==> src/rtl/fd_multi_if.sv <==
// Divisor write bus for fd_multi: write strobe, channel, value and the reject pulse.
interface fd_multi_if #(
   parameter int CH_W  = 2,
   parameter int DIV_W = 16
);
   logic             i_wr_en;
   logic [CH_W-1:0]  i_wr_ch;
   logic [DIV_W-1:0] i_wr_div;
   logic             o_wr_err;

   // Side that issues divisor writes and observes rejects
   modport master (
      output i_wr_en,
      output i_wr_ch,
      output i_wr_div,
      input  o_wr_err
   );

   // Divider side: accepts writes and reports rejects
   modport slave (
      input  i_wr_en,
      input  i_wr_ch,
      input  i_wr_div,
      output o_wr_err
   );
endinterface

==> src/rtl/fd_multi.sv <==
// Multi-channel runtime-programmable clock divider. Each channel emits a near-50% clock level
// and a one-cycle tick per period; divisor changes are deferred to a period boundary so no
// runt pulse can appear on the output.
module fd_multi #(
   parameter int NUM_CH      = 4,
   parameter int DIV_W       = 16,
   parameter int DEFAULT_DIV = 500,
   parameter int CH_W        = (NUM_CH > 1) ? $clog2(NUM_CH) : 1
) (
   input  logic              i_clk_50MHz,
   input  logic              i_rst_n,
   input  logic [NUM_CH-1:0] i_en,
   input  logic              i_sync,
   fd_multi_if.slave         wr,
   output logic [NUM_CH-1:0] o_clk_out,
   output logic [NUM_CH-1:0] o_tick
);

   localparam int               CH_SPAN = 1 << CH_W;
   // One bit per encodable channel index, set only for channels that exist
   localparam logic [CH_SPAN-1:0] CH_MASK = {CH_SPAN{1'b1}} >> (CH_SPAN - NUM_CH);
   localparam logic [DIV_W-1:0] DEF_DIV = DIV_W'(DEFAULT_DIV);
   localparam logic [DIV_W-1:0] MIN_DIV = DIV_W'(2);
   localparam logic [DIV_W-1:0] ONE     = DIV_W'(1);

   logic [NUM_CH-1:0][DIV_W-1:0] cnt_r;
   logic [NUM_CH-1:0][DIV_W-1:0] act_r;
   logic [NUM_CH-1:0][DIV_W-1:0] pend_r;
   logic [NUM_CH-1:0]            run_r;
   logic [NUM_CH-1:0]            clk_r;
   logic [NUM_CH-1:0]            tick_r;
   logic                         wr_err_r;

   logic [NUM_CH-1:0][DIV_W-1:0] cnt_nx_s;
   logic [NUM_CH-1:0][DIV_W-1:0] act_nx_s;
   logic [NUM_CH-1:0][DIV_W-1:0] pend_nx_s;
   logic [NUM_CH-1:0][DIV_W-1:0] hi_s;
   logic [NUM_CH-1:0]            restart_s;
   logic [NUM_CH-1:0]            clk_nx_s;
   logic [NUM_CH-1:0]            tick_nx_s;
   logic                         wr_ok_s;
   logic                         wr_bad_s;

   // Classify the incoming write as accepted or rejected
   always_comb begin
      wr_ok_s  = 1'b0;
      wr_bad_s = 1'b0;
      if (wr.i_wr_en) begin
         if ((wr.i_wr_div >= MIN_DIV) && CH_MASK[wr.i_wr_ch]) begin
            wr_ok_s = 1'b1;
         end else begin
            wr_bad_s = 1'b1;
         end
      end else begin
         wr_ok_s  = 1'b0;
         wr_bad_s = 1'b0;
      end
   end

   // Per-channel next state: pending bypass, period restart, counter advance, output decode
   always_comb begin
      for (int c = 0; c < NUM_CH; c++) begin
         pend_nx_s[c] = pend_r[c];
         cnt_nx_s[c]  = cnt_r[c];
         act_nx_s[c]  = act_r[c];
         // A write landing on the same edge as a boundary must take effect there
         if (wr_ok_s && (wr.i_wr_ch == CH_W'(c))) begin
            pend_nx_s[c] = wr.i_wr_div;
         end else begin
            pend_nx_s[c] = pend_r[c];
         end
         restart_s[c] = !run_r[c] || i_sync || (cnt_r[c] == (act_r[c] - ONE));
         if (!i_en[c]) begin
            cnt_nx_s[c] = '0;
            act_nx_s[c] = pend_nx_s[c];
         end else if (restart_s[c]) begin
            cnt_nx_s[c] = '0;
            act_nx_s[c] = pend_nx_s[c];
         end else begin
            cnt_nx_s[c] = cnt_r[c] + ONE;
            act_nx_s[c] = act_r[c];
         end
         // High phase is the ceiling half so odd divisors lean high
         hi_s[c]      = act_nx_s[c] - (act_nx_s[c] >> 1);
         clk_nx_s[c]  = i_en[c] && (cnt_nx_s[c] < hi_s[c]);
         tick_nx_s[c] = i_en[c] && (cnt_nx_s[c] == (act_nx_s[c] - ONE));
      end
   end

   // Channel state and registered outputs
   always_ff @(posedge i_clk_50MHz or negedge i_rst_n) begin
      if (!i_rst_n) begin
         for (int c = 0; c < NUM_CH; c++) begin
            cnt_r[c]  <= '0;
            act_r[c]  <= DEF_DIV;
            pend_r[c] <= DEF_DIV;
         end
         run_r    <= '0;
         clk_r    <= '0;
         tick_r   <= '0;
         wr_err_r <= 1'b0;
      end else begin
         cnt_r    <= cnt_nx_s;
         act_r    <= act_nx_s;
         pend_r   <= pend_nx_s;
         run_r    <= i_en;
         clk_r    <= clk_nx_s;
         tick_r   <= tick_nx_s;
         wr_err_r <= wr_bad_s;
      end
   end

   assign o_clk_out   = clk_r;
   assign o_tick      = tick_r;
   assign wr.o_wr_err = wr_err_r;

endmodule

==> src/flat_wrapper.sv <==
// flat-port wrapper written by rule: the top's interface ports become plain ports
module fd_multi_flat 
#(
   parameter int NUM_CH      = 4,
   parameter int DIV_W       = 16,
   parameter int DEFAULT_DIV = 500,
   parameter int CH_W        = (NUM_CH > 1) ? $clog2(NUM_CH) : 1
)
  (i_clk_50MHz, i_rst_n, i_en, i_sync, o_clk_out, o_tick, wr_i_wr_en, wr_i_wr_ch, wr_i_wr_div, wr_o_wr_err);
  fd_multi_if #(.CH_W(CH_W), .DIV_W(DIV_W)) wr_i ();
  input  logic i_clk_50MHz;
  input  logic i_rst_n;
  input  logic [NUM_CH-1:0] i_en;
  input  logic i_sync;
  output logic [NUM_CH-1:0] o_clk_out;
  output logic [NUM_CH-1:0] o_tick;
  input wire logic [$bits(wr_i.i_wr_en)-1:0] wr_i_wr_en;
  input wire logic [$bits(wr_i.i_wr_ch)-1:0] wr_i_wr_ch;
  input wire logic [$bits(wr_i.i_wr_div)-1:0] wr_i_wr_div;
  output wire logic [$bits(wr_i.o_wr_err)-1:0] wr_o_wr_err;
  assign wr_i.i_wr_en = wr_i_wr_en;
  assign wr_i.i_wr_ch = wr_i_wr_ch;
  assign wr_i.i_wr_div = wr_i_wr_div;
  assign wr_o_wr_err = wr_i.o_wr_err;
  fd_multi #(.NUM_CH(NUM_CH), .DIV_W(DIV_W), .DEFAULT_DIV(DEFAULT_DIV), .CH_W(CH_W)) u_core (.i_clk_50MHz(i_clk_50MHz), .i_rst_n(i_rst_n), .i_en(i_en), .i_sync(i_sync), .wr(wr_i), .o_clk_out(o_clk_out), .o_tick(o_tick));
endmodule
==> config.mk <==
export PLATFORM = sky130hd
export DESIGN_NAME = fd_multi_flat
export DESIGN_NICKNAME = d
export VERILOG_FILES = /design/src/rtl/fd_multi_if.sv /design/src/rtl/fd_multi.sv /design/src/flat_wrapper.sv
export SDC_FILE = /design/constraint.sdc
export NUM_CORES = 1
export LEC_CHECK = 0
export ABC_AREA = 1
export BUFFER_PORTS_ARGS = -buffer_cell sky130_fd_sc_hd__buf_4
export CORE_UTILIZATION = 35
export CTS_CLUSTER_SIZE = 25
export DETAILED_ROUTE_END_ITERATION = 10
export GPL_TIMING_DRIVEN = 0
export PLACE_DENSITY = 0.61
export SYNTH_ARGS = -nofsm -noshare
export SYNTH_HDL_FRONTEND = slang
export SYNTH_SLANG_ARGS = --single-unit
export TNS_END_PERCENT = 10
==> constraint.sdc <==
create_clock -name i_clk_50MHz -period 13.7 [get_ports i_clk_50MHz]
set_clock_uncertainty 0.1 [all_clocks]
set_input_delay 2.055 -clock i_clk_50MHz [delete_from_list [all_inputs] [get_ports i_clk_50MHz]]
set_output_delay 2.055 -clock i_clk_50MHz [all_outputs]
set_load 0.02 [all_outputs]
=== Yosys cells after proc, flatten, opt, wreduce, memory -nomap -nowiden ===
Index checks and enable logic that the tools add are counted.

* Add/sub/neg operators: 16
* $lt $le $gt $ge: 6
* Muxes and demuxes: 26
* Reductions and logical operators: 26
* Eq/ne operators: 11

{| class="wikitable"
|+ Operators with widths
! operator !! number
|-
| $mux 16 || 20
|-
| $eq 16x16->1 || 8
|-
| $sub 16x1->16 const B || 8
|-
| $add 16x1->16 const B || 4
|-
| $lt 16x16->1 || 4
|-
| $sub 16x15->16 || 4
|-
| $ge 16x2->1 const B || 1
|-
| $logic_and 1x1->1 || 13
|-
| $logic_or 1x1->1 || 8
|-
| $mux 1 || 5
|-
| $eq 2x2->1 const B || 2
|-
| $logic_not 1->1 || 4
|-
| $lt 2x3->1 const B || 1
|-
| $bmux 1 s2 || 1
|-
| $eq 2x1->1 const B || 1
|-
| $logic_not 2->1 || 1
|}

* Register bits after elaboration: 205
* Word-level logic and storage cells: 101
* Output and inout bits: 9

=== Depth between registers and ports, before layout ===
* Depth after elaboration: 12
* Depth in mapped cells: 39
* Mapped depth without buffers: 38

=== Least setup slack after synthesis ===
No wires, ideal clock.

* Kind: input to register
* Start: in wr_i_wr_div[6]
* End: reg u_core.clk_r[3] (netlist: u_core.o_clk_out[3])
* Data arrival time: 6,095 ps
* Cell stages on the path: 26
* Slack: 7,427 ps
* Data required time: 13,523 ps
* Path buffers: 1
* Cells stage by stage: nor4_2 -> a31oi_2 -> nand3_2 -> clkbuf_1 -> nand2_1 -> o21ai_0 -> nand2_1 -> o21ai_0 -> inv_1 -> ha_1 -> inv_1 -> a31oi_1 -> o21ai_0 -> a21oi_1 -> o21ai_0 -> a21boi_0 -> o21ai_0 -> nand2_1 -> nand2_1 -> a21oi_1 -> xor2_1 -> ha_1 -> nand2_1 -> nand2_1 -> or3_1 -> a21oi_1

{| class="wikitable"
|+ RTL lines
! element !! RTL line !! text
|-
| start, declared || flat_wrapper.sv:19 || <nowiki>input wire logic [$bits(wr_i.i_wr_div)-1:0] wr_i_wr_div;</nowiki>
|-
| end signal, assigned || fd_multi.sv:107 || <nowiki>clk_r <= clk_nx_s;</nowiki>
|-
| end, declared || fd_multi.sv:30 || <nowiki>logic [NUM_CH-1:0] clk_r;</nowiki>
|}

==> impl_metrics.tcl <==
set metrics [dict create \
    r2r_slack_ns 7.29 \
    antenna_found_initial 1 \
    ant_nets 0 \
    nNetsFinal 3060 \
    worstSetupEndpointType "flop" \
    violations "DRC" \
    cts_sinks 205 \
    finalHoldViolations 0 \
    chipHeight_um 234 \
    start_util_pct 35.7 \
    gp_congestion 0.898 \
    grt_pass1_wl_mm 82.7 \
    grt.overflow.total 0 \
    maxSlewViolCount 0 \
    crit_path_start_kind "primary input" \
    status "finished, violations left" \
    async_reset_ff_share_pct 100 \
    tightest_slew_ns 0.961 \
    yosys_warnings 0 \
    busiest_layer "met2" \
    synth-seq-cells 205 \
    clk_path_buf_depth 3 \
    grt_pass1_vias 15700 \
    drtPass1Iterations 8 \
    p_per_area_nw_per_um2 117 \
    min_from "u_core.pend_r[27]" \
    grt.met3_usage_pct 1.86 \
    switching_share_pct 40.9 \
    synth_edf_count 0 \
    cp_common_cell "o21ai_0" \
    tns_ns 0 \
    post_cts_buffers 0 \
    die_x_um 234 \
    path_buf_inv 4 \
    synth_top_cells_by_count "763 x nand2_1, 472 x inv_1, 231 x nand3_1, 229 x nor2_1, 189 x ha_1" \
    ys_types 59 \
    finalCritPeriodShare_pct 52.4 \
    min_period_ns 7.19 \
    ys_seq_area_share_pct 27.5 \
    first_iter_violations 1148 \
    cts-htree-levels 1 \
    area_growth_pct 10.5 \
    die-area_um2 54800 \
    crit_type "primary input to flop" \
    intPower_mw 1.44 \
    routed-via-count 16800 \
    numCtsBuffers 25 \
    synth.area.top_cells "dfrtp_1 21%, nand2_1 15%, ha_1 13%" \
    max-vdd-ir-drop_v 0.0000927 \
    cap_violations 0 \
    rsz0062_at_grt "false" \
    post-route-util_pct 39.5 \
    ys.flop_type "dfrtp_1" \
    synth_top_area_share_pct 20.8 \
    critical_path.top_delay_family "compound AO/OA/AOI/OAI gates" \
    cts_tree "built" \
    synth.net_count 2997 \
    gr-usage-all-layers_pct 19.1 \
    routed_wl_mm 52.1 \
    power.leakage_nw 11.1 \
    ioPinCount 35 \
    io_buffers 34 \
    critPathRequiredTime_ns 14.06 \
    core.rowCount 84 \
    core_um2 52900 \
    path_clk_slew_ns 0.06 \
    synth.cell_area_um2 18900 \
    synth.largest_area_cell "dfrtp_1" \
    maxSlewHeadroom_pct 35.8 \
    finalSetupViolCount 0 \
    dpl.hpwl_mm 41.9 \
    post_cts_resized 0 \
    viasPerCell 4.73 \
    min_path_type "flop to flop" \
    postSynthCellCount 2778 \
    crit_chain "buf_4 > nor3b_1 > nand2_4 > buf_4 > o21ai_0 > inv_1 > ha_1 > inv_1 > a31oi_1 > o21ai_0 > a21oi_1 > o21ai_0 > a21boi_0 > o21ai_0 > nand2_1 > nand2_1 > a21oi_1 > xor2_1 > ha_1 > a211oi_1 > o21ai_0 > a21oi_1" \
    comb_power_share_pct 42.4 \
    clkPwrFrac_pct 27.4 \
    avgSynthCellArea_um2 6.79 \
    cpMaxStageDelayCell "nor3b_1" \
    clk_latency_ns 0.55 \
    crit_path_max_fanout 10 \
    p_sw_mw 0.996 \
    drive_above_1_share_pct 9.30 \
    cts-hold-fix-buffers 0 \
    wire_per_inst_um 14.7 \
    use_met1_pct 27.0 \
    synth_most_common_cell "nand2_1" \
    crit_start "i_sync" \
    grt_util_met2_pct 30.6 \
    r2r_start "u_core.act_r[32]" \
    slowest_delay_ns 0.81 \
    clock.fmax_mhz 139 \
    cts_root_buf "clkbuf_16" \
    cp.arrival_ns 7.54 \
    grt_max_degree 96 \
    power.share.sequential_pct 30.2 \
    drc 4 \
]
power groups by stage:
stage                     Combinational, mW  Clock, mW  Sequential (mW)
after global placement                 1.02          0            0.745
after global routing                   1.19      0.704            0.744
after CTS                              1.04      0.683            0.736
after floorplan                       0.785          0            0.732
final                                  1.03      0.666            0.737
after detailed placement               1.03          0            0.746
cells in the final DEF, fill, tap and decap left out, types with 15 or more instances in the layout:
master | synthesis | final
nand2_1 | 763 | 763
inv_1 | 472 | 472
nand3_1 | 231 | 231
nor2_1 | 229 | 229
ha_1 | 189 | 189
dfrtp_1 | 157 | 157
o21ai_0 | 135 | 135
xor2_1 | 107 | 107
a21oi_1 | 64 | 64
nand4_1 | 51 | 51
dfstp_2 | 48 | 48
xnor2_1 | 46 | 46
buf_4 | 3 | 36
nor2_2 | 27 | 27
o21ai_1 | 26 | 26
clkbuf_16 | 0 | 25
inv_2 | 23 | 23
nand3b_1 | 21 | 21
nand2_2 | 18 | 18
buf_2 | 15 | 15
sequential cells by signal, indices dropped and copies added (netlist names):
name and cells:
u_core.act_r 64, u_core.cnt_r 64, u_core.pend_r 64, u_core.o_clk_out 4, u_core.o_tick 4, u_core.run_r 4
u_core.wr.o_wr_err 1
tightest hold or removal path, stage by stage (launching register included):
cell     delay [ns]
dfrtp_1        0.32
a21oi_1        0.05
inv_1          0.06
cell families after synthesis:
| logic type | share of synthesized area, % |
|---|---|
| flip-flops | 27.5 |
| adder cells (fa/ha/maj) | 13.0 |
| XOR/XNOR | 7.19 |
| AND/OR/NAND/NOR | 32.3 |
| buffers and inverters | 11.3 |
| AO/OA/AOI/OAI | 8.78 |
layer usage:
layer | share of wire [%] | vias to the layer above
li1 | - | 8890
met4 | 2.6 | 0
met1 | 50 | 7535
met3 | 3.9 | 74
met2 | 44 | 296
met5 | 0 | -
area by class of cell:
class,count,area (µm²)
buffer,41,258
inverter,497,1870
tap,688,861
antenna,1,2.50
clock buffer,34,699
multi-input combinational,2035,11600
fill,5637,32000
clock inverter,12,105
timing repair buffer,36,318
sequential,205,5190
metrics by stage:
step	instance area, µm²	hold WS [ns]	total power, mW	cells	setup slack (ns)
6_report	20900	0.375	2.44	3549	6.51
5_1_grt	20900	0.411	2.64	3548	6.05
2_1_floorplan	18900	0.338	1.52	2778	7.43
3_5_place_dp	20000	0.363	1.77	3502	5.94
4_1_cts	20900	0.378	2.45	3548	6.51
3_3_place_gp	20000	0.357	1.76	3500	5.94
final timing paths:
| kind | end | cells after the start |
|---|---|---|
| setup / recovery | u_core.o_clk_out[2] | 22 |
| hold / removal | u_core.pend_r[27] | 2 |
| setup reg to reg | u_core.o_clk_out[2] | 32 |
| hold reg to reg | u_core.pend_r[27] | 2 |
| max in group asynchronous | u_core.act_r[36] | 3 |
| min in group asynchronous | u_core.o_clk_out[3] | 1 |
Power figures use the tool's default switching activity.
